**src/rtl/channel_scanner.sv**
```systemverilog
// rtl/channel_scanner.sv - sequential select-line scanner for a 4-to-1 selector with dwell, capture and sweep control
// Optional build macro SCANNER_HOLD_LAST_EN: keep the last driven channel on oS1:oS0 after returning to IDLE.
module channel_scanner #(
    parameter int DWELL_W = 8
) (
    input  logic               iClk,
    input  logic               iRst,
    input  logic               iStart,
    input  logic               iStop,
    input  logic               iMode,
    input  logic [3:0]         iMask,
    input  logic [DWELL_W-1:0] iDwell,
    input  logic [3:0]         iZ,
    output logic               oS0,
    output logic               oS1,
    output logic               oBusy,
    output logic               oValid,
    output logic [1:0]         oCh,
    output logic [3:0]         oData,
    output logic               oDone
);

    typedef enum logic {
        IDLE = 1'b0,
        SCAN = 1'b1
    } state_t;

`ifdef SCANNER_HOLD_LAST_EN
    localparam bit HOLD_LAST = 1'b1;
`else
    localparam bit HOLD_LAST = 1'b0;
`endif

    state_t             state_q;
    logic               mode_q;
    logic [3:0]         mask_q;
    logic [DWELL_W-1:0] dwell_q;
    logic [DWELL_W-1:0] cnt_q;
    logic [1:0]         sel_q;
    logic               valid_q;
    logic               done_q;
    logic [1:0]         ch_q;
    logic [3:0]         data_q;

    logic [1:0]         first_sel_d;
    logic [1:0]         next_sel_d;
    logic [1:0]         idle_sel_d;
    logic               sweep_last_d;

    function automatic logic [1:0] lowest_en(input logic [3:0] m);
        logic [1:0] r;
        r = 2'd0;
        for (int i = 3; i >= 0; i--) begin
            if (m[i]) r = 2'(i);
        end
        return r;
    endfunction

    function automatic logic [1:0] highest_en(input logic [3:0] m);
        logic [1:0] r;
        r = 2'd0;
        for (int i = 0; i < 4; i++) begin
            if (m[i]) r = 2'(i);
        end
        return r;
    endfunction

    // Nearest enabled channel above cur, wrapping 3 to 0; cur itself if it is the only one.
    function automatic logic [1:0] next_en(input logic [3:0] m, input logic [1:0] cur);
        logic [1:0] r;
        logic [1:0] c;
        r = cur;
        for (int off = 3; off >= 1; off--) begin
            c = cur + 2'(off);
            if (m[c]) r = c;
        end
        return r;
    endfunction

    always_comb begin
        first_sel_d  = lowest_en(iMask);
        next_sel_d   = next_en(mask_q, sel_q);
        sweep_last_d = (sel_q == highest_en(mask_q));
        idle_sel_d   = HOLD_LAST ? sel_q : 2'b00;
    end

    always_ff @(posedge iClk or posedge iRst) begin
        if (iRst) begin
            state_q <= IDLE;
            mode_q  <= 1'b0;
            mask_q  <= 4'd0;
            dwell_q <= '0;
            cnt_q   <= '0;
            sel_q   <= 2'd0;
            valid_q <= 1'b0;
            done_q  <= 1'b0;
            ch_q    <= 2'd0;
            data_q  <= 4'd0;
        end else begin
            valid_q <= 1'b0;
            done_q  <= 1'b0;
            case (state_q)
                IDLE: begin
                    if (iStart && !iStop) begin
                        if (iMask != 4'd0) begin
                            state_q <= SCAN;
                            mode_q  <= iMode;
                            mask_q  <= iMask;
                            dwell_q <= iDwell;
                            cnt_q   <= iDwell;
                            sel_q   <= first_sel_d;
                        end else begin
                            done_q  <= 1'b1;
                        end
                    end
                end
                SCAN: begin
                    // Stop takes priority over a dwell expiry in the same cycle.
                    if (iStop) begin
                        state_q <= IDLE;
                        sel_q   <= idle_sel_d;
                    end else if (cnt_q != '0) begin
                        cnt_q   <= cnt_q - 1'b1;
                    end else begin
                        valid_q <= 1'b1;
                        ch_q    <= sel_q;
                        data_q  <= iZ;
                        cnt_q   <= dwell_q;
                        if (!mode_q && sweep_last_d) begin
                            done_q  <= 1'b1;
                            state_q <= IDLE;
                            sel_q   <= idle_sel_d;
                        end else begin
                            sel_q   <= next_sel_d;
                        end
                    end
                end
                default: state_q <= IDLE;
            endcase
        end
    end

    assign oS0    = sel_q[0];
    assign oS1    = sel_q[1];
    assign oBusy  = (state_q == SCAN);
    assign oValid = valid_q;
    assign oDone  = done_q;
    assign oCh    = ch_q;
    assign oData  = data_q;

endmodule

```
**config.mk**
```make
export PLATFORM = sky130hd
export DESIGN_NAME = channel_scanner
export DESIGN_NICKNAME = d
export VERILOG_FILES = /design/src/rtl/channel_scanner.sv
export SDC_FILE = /design/constraint.sdc
export NUM_CORES = 1
export LEC_CHECK = 0
export CAP_MARGIN = 10
export CORE_UTILIZATION = 57
export CTS_CLUSTER_DIAMETER = 40
export DETAILED_ROUTE_END_ITERATION = 12
export PLACE_DENSITY = 0.95
export SLEW_MARGIN = 20
export SYNTH_ARGS = -nofsm -noshare
export SYNTH_HDL_FRONTEND = slang
export SYNTH_SLANG_ARGS = --single-unit
```
**constraint.sdc**
```tcl
create_clock -name iClk -period 5.2 [get_ports iClk]
set_input_delay 1.04 -clock iClk [delete_from_list [all_inputs] [get_ports iClk]]
set_output_delay 1.04 -clock iClk [all_outputs]
set_load 0.03 [all_outputs]
```
==> results of run 1 <==
[cell type report]
class	instances	area, um^2	area share
inverter	11	41.29	0.01767
clock buffer	5	37.54	0.01606
sequential	32	800.8	0.3426
timing repair buffer	32	317.8	0.1360
tap	44	55.05	0.02355
multi-input combinational	136	1042	0.4459
clock inverter	3	42.54	0.01820
[path summary, 6_finish.rpt]
kind                                   startpoint                endpoint  slack, ns  cells past startpoint
setup / recovery                  oBusy$_DFF_PP0_                   oBusy       2.01                      1
hold / removal             dwell_q[7]$_DFFE_PP0P_  dwell_q[7]$_DFFE_PP0P_       0.50                      1
setup reg to reg                  oBusy$_DFF_PP0_    cnt_q[5]$_DFFE_PP0P_       2.90                      4
hold reg to reg            dwell_q[7]$_DFFE_PP0P_  dwell_q[7]$_DFFE_PP0P_       0.50                      1
max in group asynchronous                    iRst  dwell_q[7]$_DFFE_PP0P_       3.85                      3
min in group asynchronous                    iRst      oCh[0]$_DFFE_PP0P_       1.05                      3
[where the power goes]
| group | switching [W] | internal, W | total (W) | leakage [nW] |
|---|---|---|---|---|
| Sequential | 0.0000872 | 0.000296 | 0.000383 | 0.395 |
| Combinational | 0.000130 | 0.000137 | 0.000267 | 0.517 |
| Clock | 0.0000927 | 0.000100 | 0.000193 | 0.0412 |
[flip-flops by register name (all words and copies together), names as in the netlist]
register  flops
cnt_q         8
dwell_q       8
mask_q        4
oData         4
oCh           2
sel_q         2
mode_q        1
oBusy         1
oDone         1
oValid        1
[routing by layer]
layer | vias to the layer above | wire length (um)
li1 | 748 | -
met1 | 774 | 1778
met2 | 64 | 1989
met3 | 13 | 277
met4 | 0 | 104
met5 | - | 0
[kinds of logic (layout without fill, tap and decap cells)]
family / after synthesis / count (layout) / synth area share
simple gates: 59 / 59 / 0.1914
compound gates: 53 / 53 / 0.1965
flops: 32 / 32 / 0.4110
buf+inv: 22 / 51 / 0.05395
mux: 20 / 20 / 0.1252
fa+ha+maj: 2 / 2 / 0.01284
xor+xnor: 2 / 2 / 0.008993
[per-stage QoR]
step           worst slack [ns]  hold WS, ns  instance area (um^2)  std cells
3_5_place_dp              2.262       0.4754                  2257        255
3_3_place_gp              2.338       0.4710                  2257        255
4_1_cts                   2.009       0.4987                  2337        263
5_1_grt                   1.889       0.5147                  2337        263
6_report                  2.007       0.4980                  2337        263
2_1_floorplan             2.972       0.4587                  1948        190
[Yosys cell counts (3+ instances only)]
master,instances,share of area
a21oi_1,10,0.026
a31oi_1,4,0.013
buf_2,6,0.015
dfrtp_1,32,0.41
inv_1,10,0.019
mux2_1,3,0.017
mux2_2,8,0.046
mux2_4,6,0.046
mux2i_1,3,0.015
nand2_1,10,0.019
nand2b_1,5,0.016
nand3_1,3,0.0077
nor2_1,15,0.029
nor2_2,3,0.0096
nor3_1,6,0.015
o211ai_1,3,0.012
o21ai_0,8,0.021
o22ai_1,3,0.0096
o31ai_1,3,0.012
[placed cells by master (no fill, tap or decap), drive strengths merged, types with 2 or more instances in the layout]
master and count:
nor3b 2, nor3 7, a21o 2, nand3 3, nor2b 2, a2bb2oi 2
o21ai 9, ha 2, nand2 12, clkbuf 5, o31ai 4, nor4 2
dfrtp 32, o211ai 3, clkdlybuf4s50 31, a22oi 2, o22ai 3, a21oi 11
mux2i 3, mux2 17, inv 11, xnor2 2, a211oi 3, a31oi 4
nor2 18, nand2b 5
==> impl_metrics.csv, run 1 <==
group,metric,value,unit
status,run_status,"finished clean",
drt,detail_route.vias_per_cell,6.080,
layout,diodes,0,
critical_path,worst-path-max-fanout,30,
layout,final_nets,241,
die,floorplan.die.width,60.46,um
critical_path,crit_path_top_delay_cell,"dfrtp_1",
layout,area_growth,19.97,%
die,initial_core_util,0.6179,
die,floorplan.die.height,60.46,um
clocking,cts_bufs_inserted,5,
clocking,max_root_sink_buffers,2,
logic_synthesis,ys_seq_area_frac,0.4110,
drt,post_drt_antenna_nets,0,
clocking,post_cts.repair.setup_buffers,0,
drt,post-route-drc-count,0,
timing,post-route-min-period,3.193,ns
job,maxCapViolations,0,
critical_path,critical_path.startpoint_type,"flip-flop",
clocking,clock_tree.root_cell,"clkbuf_4",
place,port_buffers,31,
logic_synthesis,synth-edff-count,0,
clocking,tritoncts,"yes",
layout,finalCoreUtilization,0.7413,
critical_path,critical_path_required,4.16,ns
global_routing,gr-max-usage-layer,"met2",
global_routing,largest_net_degree_at_the_start_of_global_routing,33,
critical_path,critical_path.cell_chain,"clkdlybuf4s50_1",
die,die-area,0.003655,mm^2
layout,n_fill_cell,226,
power_and_ir_drop,design_power_total,0.0008424,W
clocking,htree_num_levels,2,
timing,finalCritPeriodShare,0.6140,
logic_synthesis,yosys_warns,0,
place,place_hpwl,2916,um
logic_synthesis,syn-instance-count,190,
drt,drtPass1Iterations,4,
critical_path,path_buf_inv,1,
drt,routed_wl,4150,um
global_routing,globalRoute.totalOverflow,0,
timing,finalHoldViolations,0,
critical_path,critical_path_class,"flip-flop to primary output",
power_and_ir_drop,cellPowerDensity,360.4,mW/mm^2
global_routing,grt_pass1_vias,1385,
logic_synthesis,synth.distinct_cells,59,
die,rows,20,
clocking,clk_latency,0.35,ns
critical_path,timing.critical_path.max_delay_family,"flip-flops",
global_routing,initial_antenna_violation_count,0,
timing,timing.slew.headroom,0.3630,
clocking,cts_repair_resize_count,0,
timing,worst-slew-pin-transition,0.9555,ns
global_routing,grt_pass1_wl,6637,um
power_and_ir_drop,vdd.ir_drop.worst,0.0002309,V
worst_hold_path,holdCritPathClass,"flip-flop to flip-flop",
timing,setup_viol,0,
timing,finalMaxSlewViolations,0,
die,core_area,0.003153,mm^2
global_routing,grt.met2_usage,0.3721,
timing,fmax,313.2,MHz
drt,detail_route.wl_per_cell,15.78,um
global_routing,globalRouteMet3Util,0.06610,
timing,clock-skew-final,0.01761,ns
drt,routed-via-count,1599,
clocking,path_clk_slew,0.10,ns
clocking,tritoncts_num_sinks,32,
clocking,total_of_hold_buffers_inserted_after_clock_tree_synthesis,0,
logic_synthesis,mappedNetlistArea,0.001948,mm^2
layout,drive_above_1_share,0.1781,
die,ioPinCount,32,
logic_synthesis,postSynth.topFlopCell,"dfrtp_1",
logic_synthesis,syn_avg_cell_area,10.25,um^2
timing,finalSetupTns,0,ns
global_routing,grt.total_usage,0.2516,
logic_synthesis,ys_ff_latch,32,
timing,rsz_0062_raised_after_global_routing,"false",
global_routing,use_met1,0.3430,
drt,drt_first_iter_violations,126,
power_and_ir_drop,power_leakage,0.9528,nW
logic_synthesis,synth_fp_nets,213,
critical_path,critical_path_arrival,2.15,ns
logic_synthesis,synthArstFlopShare,1.000,
critical_path,critPathCaptureType,"primary output",
place,gpl_wtd_cong,0.8532,
critical_path,critPathMaxStageDelay,0.99,ns
(Power assumes the default switching activity.)
==> run 2: changes to the inputs <==
--- a/config.mk
+++ b/config.mk
@@ -6,10 +6,10 @@
 export NUM_CORES = 1
 export LEC_CHECK = 0
 export CAP_MARGIN = 10
-export CORE_UTILIZATION = 57
+export CORE_UTILIZATION = 48
 export CTS_CLUSTER_DIAMETER = 40
 export DETAILED_ROUTE_END_ITERATION = 12
-export PLACE_DENSITY = 0.95
+export PLACE_DENSITY = 0.88
 export SLEW_MARGIN = 20
 export SYNTH_ARGS = -nofsm -noshare
 export SYNTH_HDL_FRONTEND = slang
==> constraint.sdc (replaced) <==
create_clock -name iClk -period 2.7 [get_ports iClk]
set_input_delay 0.54 -clock iClk [delete_from_list [all_inputs] [get_ports iClk]]
set_output_delay 0.54 -clock iClk [all_outputs]
set_load 0.03 [all_outputs]
==> run 2 against run 1 <==
Compared with the run above: via count shrank 2.6%; die area grew 18%; register-to-register slack lost 2.2 ns.
==> impl_metrics.csv, run 2 (synthesized netlist as in run 1, its figures left out) <==
group,metric,value,unit
critical_path,worst-path-max-fanout,16,
critical_path,critPathCaptureType,"primary output",
critical_path,r2r-start,"cnt_q[0]$_DFFE_PP0P_",
worst_hold_path,holdCritPathClass,"flip-flop to flip-flop",
die,floorplan.die.height,65.71,um
layout,diodes,0,
drt,routed-via-count,1558,
clocking,clock_tree.root_cell,"clkbuf_8",
die,ioPinCount,32,
drt,drtPass1Iterations,4,
place,port_buffers,31,
layout,layout.cells.most_common_list,"dfrtp_1, clkdlybuf4s50_1, nor2_1",
layout,area_growth,24.15,%
layout,largest_registers,"cnt_q: 8 flops, dwell_q: 8 flops",
clocking,total_of_hold_buffers_inserted_after_clock_tree_synthesis,0,
layout,n_fill_cell,275,
timing,timing.slew.headroom,0.4676,
critical_path,ff2ff_setup_slack,0.72,ns
clocking,tritoncts,"yes",
layout,instances_no_fill,271,
global_routing,initial_antenna_violation_count,0,
clocking,cts_bufs_inserted,5,
timing,setup_viol,0,
drt,post_drt_antenna_nets,0,
timing,finalSetupTns,0,ns
layout,final_nets,245,
worst_hold_path,min-delay-start,"oCh[1]$_DFFE_PP0P_",
global_routing,globalRoute.totalOverflow,0,
drt,detail_route.vias_per_cell,5.749,
critical_path,critical_path.startpoint_type,"flip-flop",
power_and_ir_drop,power.combinational.fraction,0.304,
die,initial_core_util,0.5166,
place,gpl_wtd_cong,0.8584,
critical_path,critPathMaxStageDelay,0.77,ns
power_and_ir_drop,seqPwrFrac,0.412,
place,place_hpwl,2772,um
critical_path,worst-r2r-cell-count,6,
power_and_ir_drop,switching_power,0.0005911,W
critical_path,critical_path_arrival,1.75,ns
die,die-area,0.004317,mm^2
clocking,path_clk_slew,0.07,ns
critical_path,crit_path_top_delay_cell,"clkdlybuf4s50_1",
drt,routed_wl,4004,um
global_routing,grt.total_usage,0.2120,
power_and_ir_drop,share_clk_of_total_power,0.285,
place,post-place-cells,263,
layout,drive_above_1_share,0.1928,
drt,detail_route.wl_per_cell,14.77,um
timing,rsz_0062_raised_after_global_routing,"false",
critical_path,critical_path_required,2.16,ns
timing,finalHoldViolations,0,
critical_path,path_buf_inv,1,
timing,fmax,437.5,MHz
power_and_ir_drop,power_leakage,0.9971,nW
critical_path,critical_path_class,"flip-flop to primary output",
layout,layout_commonest_cell,"dfrtp_1",
critical_path,critical_path.cell_chain,"clkdlybuf4s50_1",
worst_hold_path,worstHoldPathCells,2,
die,floorplan.die.width,65.71,um
critical_path,cell_depth_of_the_worst_setup_path,1,
timing,finalCritPeriodShare,0.8466,
die,core_area,0.003771,mm^2
critical_path,timing.critical_path.max_delay_family,"buffers and inverters",
power_and_ir_drop,vdd.ir_drop.worst,0.0003147,V
global_routing,largest_net_degree_at_the_start_of_global_routing,33,
critical_path,reg2reg_end,"oData[2]$_DFFE_PP0P_",
drt,drt_first_iter_violations,110,
worst_hold_path,whs_endpoint,"oCh[1]$_DFFE_PP0P_",
power_and_ir_drop,cellPowerDensity,727.4,mW/mm^2
clocking,htree_num_levels,2,
clocking,cts_repair_resize_count,0,
drt,post-route-drc-count,0,
clocking,post_cts.repair.setup_buffers,0,
global_routing,grt_pass1_vias,1517,
power_and_ir_drop,power.switching_fraction,0.3360,
timing,post-route-min-period,2.286,ns
status,run_status,"finished clean",
timing,finalMaxSlewViolations,0,
die,rows,22,
power_and_ir_drop,internal_power,0.001168,W
clocking,max_root_sink_buffers,2,
global_routing,grt_pass1_wl,6975,um
clocking,tritoncts_num_sinks,32,
job,maxCapViolations,0,
timing,worst-slew-pin-transition,0.7933,ns
clocking,clk_latency,0.29,ns
timing,clock-skew-final,0.01006,ns
[run 2: final cells by class]
class,instances,area [um^2],area share
flip-flops and latches,32,800.8,0.3311
clock inverters,1,30.03,0.01242
inverters,11,41.29,0.01707
repair buffers,36,347.8,0.1438
clock buffers,7,96.34,0.03983
multi-input cells,136,1042,0.4309
well taps,48,60.06,0.02483
[run 2: power by group through the flow]
stage	Combinational [W]	Sequential (W)	Clock (W)
after global routing	0.000589	0.000743	0.000533
after CTS	0.000536	0.000721	0.000511
after floorplan	0.000429	0.000684	0
after detailed placement	0.000532	0.000726	0
after global placement	0.000515	0.000722	0
final	0.000534	0.000724	0.000501
[run 2: through the flow]
step | hold WS, ns | setup slack [ns] | total power (W) | util | instance area (um^2)
final | 0.4867 | 0.4142 | 0.001759 | 0.6413 | 2419
after global routing | 0.5177 | 0.3420 | 0.001864 | 0.6413 | 2419
after CTS | 0.4925 | 0.4204 | 0.001767 | 0.6413 | 2419
after detailed placement | 0.4790 | 0.2612 | 0.001258 | 0.6078 | 2292
after global placement | 0.4691 | 0.3173 | 0.001237 | 0.6078 | 2292
after floorplan | 0.4587 | 0.8444 | 0.001113 | - | 1948
[run 2: how the worst max path moves through the flow]
stage	startpoint	endpoint	slack (ns)
final	sel_q[0]$_DFFE_PP0P_	oS0	0.41
after global routing	sel_q[0]$_DFFE_PP0P_	oS0	0.34
after CTS	sel_q[0]$_DFFE_PP0P_	oS0	0.42
after detailed placement	iStop	dwell_q[2]$_DFFE_PP0P_	0.26
after global placement	iStop	cnt_q[5]$_DFFE_PP0P_	0.32
after floorplan	sel_q[0]$_DFFE_PP0P_	sel_q[0]$_DFFE_PP0P_	0.84
[run 2: layer usage]
metal  track usage  wire (um)  up-vias
met4       0.08696         63        0
li1              -          -      756
met5             0          0        -
met2        0.3227       1861       51
met3       0.05382        216        8
met1        0.2846       1862      743
